$ cat src/rtl/axi_lite_regfile.sv
// axi_lite_regfile: AXI-Lite slave with NUM_REGS 32-bit registers, byte strobes and a hardware write side-port.
// Latency: B valid the cycle after both AW and W are held; R valid the cycle after the AR handshake.
// Backpressure: one write and one read in flight; AW/W/AR stall until the pending B/R is accepted.
// Build option: define AXI_REGFILE_ERR_RESP_EN to answer decode misses with SLVERR instead of OKAY.
module axi_lite_regfile #(
   parameter logic [31:0] BASE_ADDR = 32'h0000_0000,
   parameter int          NUM_REGS  = 8,
   parameter logic [31:0] RESET_VAL = 32'h0
) (
   input  logic                     clk,
   input  logic                     rst_n,
   input  logic                     aw_valid,
   output logic                     aw_ready,
   input  logic [31:0]              aw_addr,
   input  logic [2:0]               aw_prot,
   input  logic                     w_valid,
   output logic                     w_ready,
   input  logic [31:0]              w_data,
   input  logic [3:0]               w_strb,
   output logic                     b_valid,
   input  logic                     b_ready,
   output logic [1:0]               b_resp,
   input  logic                     ar_valid,
   output logic                     ar_ready,
   input  logic [31:0]              ar_addr,
   input  logic [2:0]               ar_prot,
   output logic                     r_valid,
   input  logic                     r_ready,
   output logic [31:0]              r_data,
   output logic [1:0]               r_resp,
   output logic [NUM_REGS*32-1:0]   reg_o,
   output logic [NUM_REGS-1:0]      wr_pulse_o,
   input  logic                     hw_we_i,
   input  logic [7:0]               hw_idx_i,
   input  logic [31:0]              hw_data_i
);
   localparam logic [1:0] RESP_OKAY = 2'b00;
`ifdef AXI_REGFILE_ERR_RESP_EN
   localparam logic [1:0] RESP_MISS = 2'b10;
`else
   localparam logic [1:0] RESP_MISS = 2'b00;
`endif

   typedef enum logic {W_IDLE, W_RESP} w_state_e;
   typedef enum logic {R_IDLE, R_DATA} r_state_e;

   w_state_e            w_state_q, w_state_d;
   r_state_e            r_state_q, r_state_d;
   logic                aw_have_q, aw_have_d, w_have_q, w_have_d;
   logic [31:0]         aw_addr_q, aw_addr_d, w_data_q, w_data_d;
   logic [3:0]          w_strb_q, w_strb_d;
   logic [1:0]          b_resp_q, b_resp_d, r_resp_q, r_resp_d;
   logic [31:0]         r_data_q, r_data_d;
   logic [NUM_REGS-1:0] wr_pulse_q, wr_pulse_d;
   logic [31:0]         regs_q [NUM_REGS];
   logic [31:0]         regs_d [NUM_REGS];

   logic                aw_hs, w_hs, ar_hs, commit;
   logic [31:0]         wr_addr, wr_data, wr_idx, rd_idx;
   logic [3:0]          wr_strb;
   logic                wr_hit, rd_hit;
   logic                unused_prot;

   // Word index relative to BASE_ADDR; the low two address bits drop out in the shift.
   function automatic logic [31:0] dec_idx(input logic [31:0] addr);
      return (addr - BASE_ADDR) >> 2;
   endfunction

   function automatic logic dec_hit(input logic [31:0] addr);
      return (addr >= BASE_ADDR) && (dec_idx(addr) < 32'(NUM_REGS));
   endfunction

   // Readies are forced low while reset is asserted, not just after it.
   assign aw_ready    = rst_n && (w_state_q == W_IDLE) && !aw_have_q;
   assign w_ready     = rst_n && (w_state_q == W_IDLE) && !w_have_q;
   assign ar_ready    = rst_n && (r_state_q == R_IDLE);
   assign b_valid     = (w_state_q == W_RESP);
   assign b_resp      = b_resp_q;
   assign r_valid     = (r_state_q == R_DATA);
   assign r_data      = r_data_q;
   assign r_resp      = r_resp_q;
   assign wr_pulse_o  = wr_pulse_q;
   assign unused_prot = ^{aw_prot, ar_prot};

   assign aw_hs   = aw_valid && aw_ready;
   assign w_hs    = w_valid && w_ready;
   assign ar_hs   = ar_valid && ar_ready;
   // Use the latched half when it arrived earlier, otherwise the live bus value.
   assign wr_addr = aw_have_q ? aw_addr_q : aw_addr;
   assign wr_data = w_have_q ? w_data_q : w_data;
   assign wr_strb = w_have_q ? w_strb_q : w_strb;
   assign wr_idx  = dec_idx(wr_addr);
   assign wr_hit  = dec_hit(wr_addr);
   assign rd_idx  = dec_idx(ar_addr);
   assign rd_hit  = dec_hit(ar_addr);

   // Write FSM: collect AW and W in any order, commit once both are present, hold B until taken.
   always_comb begin
      w_state_d = w_state_q;
      aw_have_d = aw_have_q;
      aw_addr_d = aw_addr_q;
      w_have_d  = w_have_q;
      w_data_d  = w_data_q;
      w_strb_d  = w_strb_q;
      b_resp_d  = b_resp_q;
      commit    = 1'b0;
      case (w_state_q)
         W_IDLE: begin
            if (aw_hs) begin
               aw_have_d = 1'b1;
               aw_addr_d = aw_addr;
            end
            if (w_hs) begin
               w_have_d = 1'b1;
               w_data_d = w_data;
               w_strb_d = w_strb;
            end
            if ((aw_have_q || aw_hs) && (w_have_q || w_hs)) begin
               commit    = 1'b1;
               w_state_d = W_RESP;
               b_resp_d  = wr_hit ? RESP_OKAY : RESP_MISS;
            end
         end
         W_RESP: begin
            if (b_ready) begin
               w_state_d = W_IDLE;
               aw_have_d = 1'b0;
               w_have_d  = 1'b0;
            end
         end
         default: w_state_d = W_IDLE;
      endcase
   end

   // Register next values: hardware word write first, then AXI strobed bytes override it.
   always_comb begin
      wr_pulse_d = '0;
      for (int k = 0; k < NUM_REGS; k++) begin
         regs_d[k] = regs_q[k];
         if (hw_we_i && (hw_idx_i == 8'(k)))
            regs_d[k] = hw_data_i;
         if (commit && wr_hit && (wr_idx == 32'(k))) begin
            wr_pulse_d[k] = 1'b1;
            for (int b = 0; b < 4; b++)
               if (wr_strb[b])
                  regs_d[k][8*b +: 8] = wr_data[8*b +: 8];
         end
      end
   end

   // Read FSM: capture the pre-edge register value on AR, hold R until taken.
   always_comb begin
      r_state_d = r_state_q;
      r_data_d  = r_data_q;
      r_resp_d  = r_resp_q;
      case (r_state_q)
         R_IDLE: begin
            if (ar_hs) begin
               r_state_d = R_DATA;
               r_resp_d  = rd_hit ? RESP_OKAY : RESP_MISS;
               r_data_d  = '0;
               for (int k = 0; k < NUM_REGS; k++)
                  if (rd_hit && (rd_idx == 32'(k)))
                     r_data_d = regs_q[k];
            end
         end
         R_DATA: begin
            if (r_ready)
               r_state_d = R_IDLE;
         end
         default: r_state_d = R_IDLE;
      endcase
   end

   // Flatten the register array onto reg_o.
   always_comb begin
      reg_o = '0;
      for (int k = 0; k < NUM_REGS; k++)
         reg_o[32*k +: 32] = regs_q[k];
   end

   // State register; reset drops any in-flight transaction.
   always_ff @(posedge clk or negedge rst_n) begin
      if (!rst_n) begin
         w_state_q  <= W_IDLE;
         r_state_q  <= R_IDLE;
         aw_have_q  <= 1'b0;
         aw_addr_q  <= '0;
         w_have_q   <= 1'b0;
         w_data_q   <= '0;
         w_strb_q   <= '0;
         b_resp_q   <= '0;
         r_data_q   <= '0;
         r_resp_q   <= '0;
         wr_pulse_q <= '0;
         for (int k = 0; k < NUM_REGS; k++)
            regs_q[k] <= RESET_VAL;
      end else begin
         w_state_q  <= w_state_d;
         r_state_q  <= r_state_d;
         aw_have_q  <= aw_have_d;
         aw_addr_q  <= aw_addr_d;
         w_have_q   <= w_have_d;
         w_data_q   <= w_data_d;
         w_strb_q   <= w_strb_d;
         b_resp_q   <= b_resp_d;
         r_data_q   <= r_data_d;
         r_resp_q   <= r_resp_d;
         wr_pulse_q <= wr_pulse_d;
         for (int k = 0; k < NUM_REGS; k++)
            regs_q[k] <= regs_d[k];
      end
   end
endmodule
$ cat config.mk
export PLATFORM = sky130hd
export DESIGN_NAME = axi_lite_regfile
export DESIGN_NICKNAME = d
export VERILOG_FILES = /design/src/rtl/axi_lite_regfile.sv
export SDC_FILE = /design/constraint.sdc
export NUM_CORES = 1
export LEC_CHECK = 0
export ABC_CLOCK_PERIOD_IN_PS = 2060
export CORE_MARGIN = 8
export CORE_UTILIZATION = 46
export DETAILED_ROUTE_END_ITERATION = 7
export PLACE_DENSITY = 0.77
export SETUP_SLACK_MARGIN = 0.4
export SLEW_MARGIN = 10
export SYNTH_ARGS = -nofsm -noshare
export SYNTH_HDL_FRONTEND = slang
export SYNTH_SLANG_ARGS = --single-unit
export TNS_END_PERCENT = 50
$ cat constraint.sdc
create_clock -name clk -period 2.06 [get_ports clk]
set_input_delay 0.206 -clock clk [delete_from_list [all_inputs] [get_ports clk]]
set_output_delay 0.206 -clock clk [all_outputs]
set_load 0.05 [all_outputs]
After elaboration in Yosys (flattened, before gate mapping)
Cells that the tools add are included.
{"block": "word_totals", "mem_count": 0, "ramBits": 0, "register_bits": 368, "latchBits": 0, "wordCells": 173, "rom_bits": 0, "output_inout_bits": 305, "input_bits": 154}
{"block": "classes", "multipliers": 0, "bitwise_logic": 2, "order_cmp": 4, "mux": 79, "shifts": 0, "n_reduce_logical": 47, "n_addsub": 0, "n_eq_ne": 24, "div": 0}
{"operator": "2-to-1 mux 32 bit", "n": 26}
{"operator": "2-to-1 mux 8 bit", "n": 32}
{"operator": "== test 30 x 3 -> 1 bit (second input constant)", "n": 8}
{"operator": "== test 30 x 2 -> 1 bit (second input constant)", "n": 4}
{"operator": "greater-or-equal comparator 32 x 1 -> 1 bit (second input constant)", "n": 2}
{"operator": "zero test 32 bit", "n": 2}
{"operator": "== test 30 x 1 -> 1 bit (second input constant)", "n": 2}
{"operator": "less-than comparator 30 x 4 -> 1 bit (second input constant)", "n": 2}
{"operator": "logical AND 1 bit", "n": 35}
{"operator": "== test 8 x 3 -> 1 bit (second input constant)", "n": 4}
{"operator": "== test 8 x 2 -> 1 bit (second input constant)", "n": 2}
{"operator": "2-to-1 mux 1 bit", "n": 16}
{"operator": "AND reduction 2 bit", "n": 5}
{"operator": "== test 8 x 1 -> 1 bit (second input constant)", "n": 1}
{"operator": "zero test 8 bit", "n": 1}
{"operator": "one-hot mux 1 bit (2 select lines)", "n": 4}
{"operator": "!= test 2 bit (second input constant)", "n": 3}
{"operator": "2-to-1 mux 4 bit", "n": 1}
{"operator": "zero test 1 bit", "n": 2}
{"operator": "logical OR 1 bit", "n": 2}
{"operator": "inverter 1 bit", "n": 2}

Logic depth before layout (Yosys ltp)
{"block": "depth", "depth_word": 11, "mapped_depth": 8, "mapped_depth_nobuf": 5}

Worst setup path after synthesis
OpenSTA, ideal clock, no wires.
{"block": "synth_timing", "kind": "register -> register", "start": "reg w_state_q (netlist: b_valid)", "end": "reg w_data_q[12]", "period_less_slack_ns": 2.901, "path_slack_ns": -0.841, "path_buffers": 2, "arrival_ns": 2.776, "stages_incl_launch_ff": 7, "path_cell_list": "dfrtp_1 nand2b_1 nor2_1 and2_1 clkbuf_1 clkbuf_1 mux2_2"}
{"block": "synth_between", "elab_chain_cells": 5}
{"item": "from (decl)", "line": "47", "source": "w_state_e w_state_q, w_state_d;"}
{"item": "from (signal assigned)", "line": "199", "source": "w_state_q <= w_state_d;"}
{"item": "inverter 1 bit (no source line)"}
{"item": "logical AND 1 bit (2 in a row)", "line": "75", "source": "assign w_ready = rst_n && (w_state_q == W_IDLE) && !w_have_q;"}
{"item": "net w_ready", "line": "17", "source": "output logic w_ready,"}
{"item": "logical AND 1 bit", "line": "86", "source": "assign w_hs = w_valid && w_ready;"}
{"item": "AND reduction 2 bit (no source line)"}
{"item": "to (signal assigned)", "line": "204", "source": "w_data_q <= w_data_d;"}
{"item": "to (decl)", "line": "50", "source": "logic [31:0] aw_addr_q, aw_addr_d, w_data_q, w_data_d;"}
The timed path passes the listed nets, and every way through them passes these cells.
A chain may end at the register's enable or synchronous reset.

==> results by group <==
Run status
  – Outcome: finished, violations left
  – Failing checks: setup timing

Detailed routing
  – Routed wire length per instance: 28.48 µm
  – Vias/cell: 5.975
  – Post-route DRC: 0
  – Antenna Violating Nets Remaining: 0
  – DR iter-0 viols: 1494
  – Final wirelength: 80.46 mm
  – Pre-antenna DRT Iters: 6
  – Via count: 16880

Final layout
  – Commonest non-fill, non-tap cell in the layout: mux2i_1
  – Area grow syn2layout: 46.22%
  – Share of cells above drive strength 1: 26.90%
  – NumNets Final: 2362
  – Commonest non-fill, non-tap cells in the layout: 572 x mux2i_1, 362 x dfrtp_1, 196 x clkdlybuf4s50_1
  – Fin util: 67.75%

Power
  – Max VDD drop: 914.2 µV
  – Cell leakage power: 17.07 nW
  – Power per cell area: 804.2 mW/mm²

Yosys
  – Main synth FF type: dfrtp_1
  – Yosys cell types: 57
  – Synth Instances: 1639
  – Post-synth EDFFs: 0
  – Ys async rst share: 100.0%
  – Sequential cell area fraction in the yosys report: 46.09%
  – Avg Cell Area, Syn: 12.12 µm²
  – Yosys reg bits: 366
  – Mapped cell area: 0.01987 mm²
  – Syn. warnings: 0

Place
  – Port Buf Inserts: 444
  – Routability congestion estimate: 0.8961
  – Detail Placement HPWL: 55.63 mm

GRT
  – Gr usage total: 30.71%
  – Pin count of the biggest net entering global routing: 153
  – Vias in the first global route: 17870
  – Initial antenna violation count: 3
  – First-pass GRT wire length: 117.0 mm
  – GR Overflow Total: 0

Worst setup path
  – R2R setup slack: -140 ps
  – CP peak stage delay: 450 ps
  – Crit path launch type: flop
  – Worst Path Arrival: 2600 ps
  – Worst R2R Start: b_valid
  – CP most frequent cell: buf_12
  – CP endpoint: reg_o[51]
  – CP Max Fanout: 8
  – Worst Path Buf+Inv: 3
  – Worst setup EP type: flop
  – Req. time, crit path: 2460 ps
  – Worst-case reg-to-reg path depth: 8
  – Slowest stage cell on the critical path: dfrtp_2
  – Setup CP Type: flop to flop
  – Critical path depth: 8
  – Crit path cell chain: nor4b_2 -> nand3_1 -> a22oi_2 -> buf_6 -> buf_12 -> buf_12 -> nand4_4 -> mux2i_1
  – CP startpoint: b_valid
  – Crit path max-delay family: simple AND/OR/NAND/NOR gates
  – Reg-to-reg endpoint: reg_o[51]

STA
  – Rel. slew slack: 52.93%
  – Fmax achieved: 455.0 MHz
  – Worst clock skew: 10.22 ps
  – Min Tclk post-route: 2198 ps
  – Slew of the pin with the lowest slew margin: 706.1 ps
  – Sum Neg Setup Slack: -15880 ps
  – Period utilisation layout: 106.7%
  – RSZ-0062 raised after global routing: yes
  – Final setup viols: 246
  – Final hold violations: 0
  – Fin. max-slew vios: 0
  – Final worst slack: -137.8 ps

Job
  – Max cap viols: 0

Clocking
  – Skew-Pair Late Insertion Delay: 560 ps
  – Clock-pin slew on the worst setup and hold paths: 60 ps
  – Clock Path Buffers: 3
  – Clock tree from TritonCTS: yes
  – CTS H-tree depth: 2
  – Clock root buffer: clkbuf_16
  – Num CTS Buffers: 43
  – TritonCTS sink count: 366

Hold path
  – Hold Path Class: primary input to flop
  – Hold path start: rst_n

Floorplan
  – Ports: 459
  – Core area: 0.04289 mm²
  – Full die area: 0.05011 mm²
  – Site Rows: 76
  – Die H: 223.8 µm
  – Die Wd: 223.8 µm
  – Starting density of the core: 46.34%
-- worst min-delay path by stage --
| stage | slack [ps] | to | cells after the start |
|---|---|---|---|
| after floorplan | -90 | aw_addr_q[10] | 0 |
| after global placement | 260 | aw_have_q | 2 |
| after detailed placement | 260 | aw_have_q | 2 |
| after CTS | 130 | b_valid | 4 |
| after global routing | 190 | b_valid | 4 |
| final | 190 | b_valid | 4 |
-- synthesized netlist by cell type (21+ instances only) --
library cell,count,area (µm²)
o21ai_0,63,315.3
clkbuf_1,53,198.9
nand2_1,76,285.3
mux2i_1,584,5846
o31ai_1,21,157.7
nor2_1,76,285.3
buf_2,47,235.2
nor4_1,25,156.4
mux4_2,21,473.0
mux2_2,81,912.1
a21oi_1,49,245.2
dfrtp_1,366,9159
-- final cells by class --
type	count	area, µm²
clock inverters	11	82.58
fillers	3078	13830
inverters	5	18.77
repair buffers	656	7222
flip-flops and latches	366	9166
clock buffers	64	1257
multi-input cells	1136	10570
well taps	585	732.0
diodes	2	5.005
-- metrics by stage --
stage	total power, mW	hold WS (ps)	setup slack, ps	instance area, µm²	std cells
6_report	23.37	186.8	-137.8	29060	2825
5_1_grt	24.24	186.4	-218.8	29060	2825
4_1_cts	23.18	128.0	-92.63	28510	2805
3_5_place_dp	15.75	258.0	-633.1	26850	2713
3_3_place_gp	15.54	255.5	-590.4	26850	2713
2_1_floorplan	12.72	-89.59	-48.02	20240	1642
-- state kept, by name, indices dropped and copies added, names as in the netlist --
signal / flops
reg_o: 256
r_data: 32
w_data_q: 32
aw_addr_q: 30
wr_pulse_o: 8
w_strb_q: 4
aw_have_q: 1
b_valid: 1
r_valid: 1
w_have_q: 1
-- worst reg2reg max path, delay by kind of cell (launching register included) --
| family | cells | cell delay [ps] |
|---|---|---|
| simple gates | 3 | 730 |
| flops | 1 | 450 |
| mux | 1 | 200 |
| buf+inv | 3 | 420 |
| compound gates | 1 | 230 |
-- power by group --
group          internal [mW]  switching (mW)  leakage, nW
clock                   4.33            3.07        0.663
combinational           2.89            4.17         11.5
sequential              8.15           0.750         4.91
total                   15.4            7.99         17.1
-- kinds of logic (layout without fill, tap and decap cells) --
logic type,after synthesis,in the layout,synth area share (%)
AO/OA/AOI/OAI,175,175,5.295
buffers and inverters,140,736,3.715
flip-flops,366,366,46.09
multiplexers,687,687,36.44
other,1,6,0.01887
AND/OR/NAND/NOR,270,270,8.437
-- layer usage --
metal  wire (µm)  GRT usage (%)  up-vias
met1       31600          37.92     8589
met5          10              0        -
met3        6835          8.357      220
met2       38100          49.40      868
met4        3915          15.23        2
li1            -              -     7200
-- repair_timing --
action,4_1_cts,5_1_grt
endpoints found under the hold margin,272,0
endpoints found under the setup margin,640,696
setup buffers,14,14
hold buffers,2,0
cloned,1,4
resized for setup,193,285
pin swaps,10,24
Note: power is estimated with default switching activity, not from simulation.
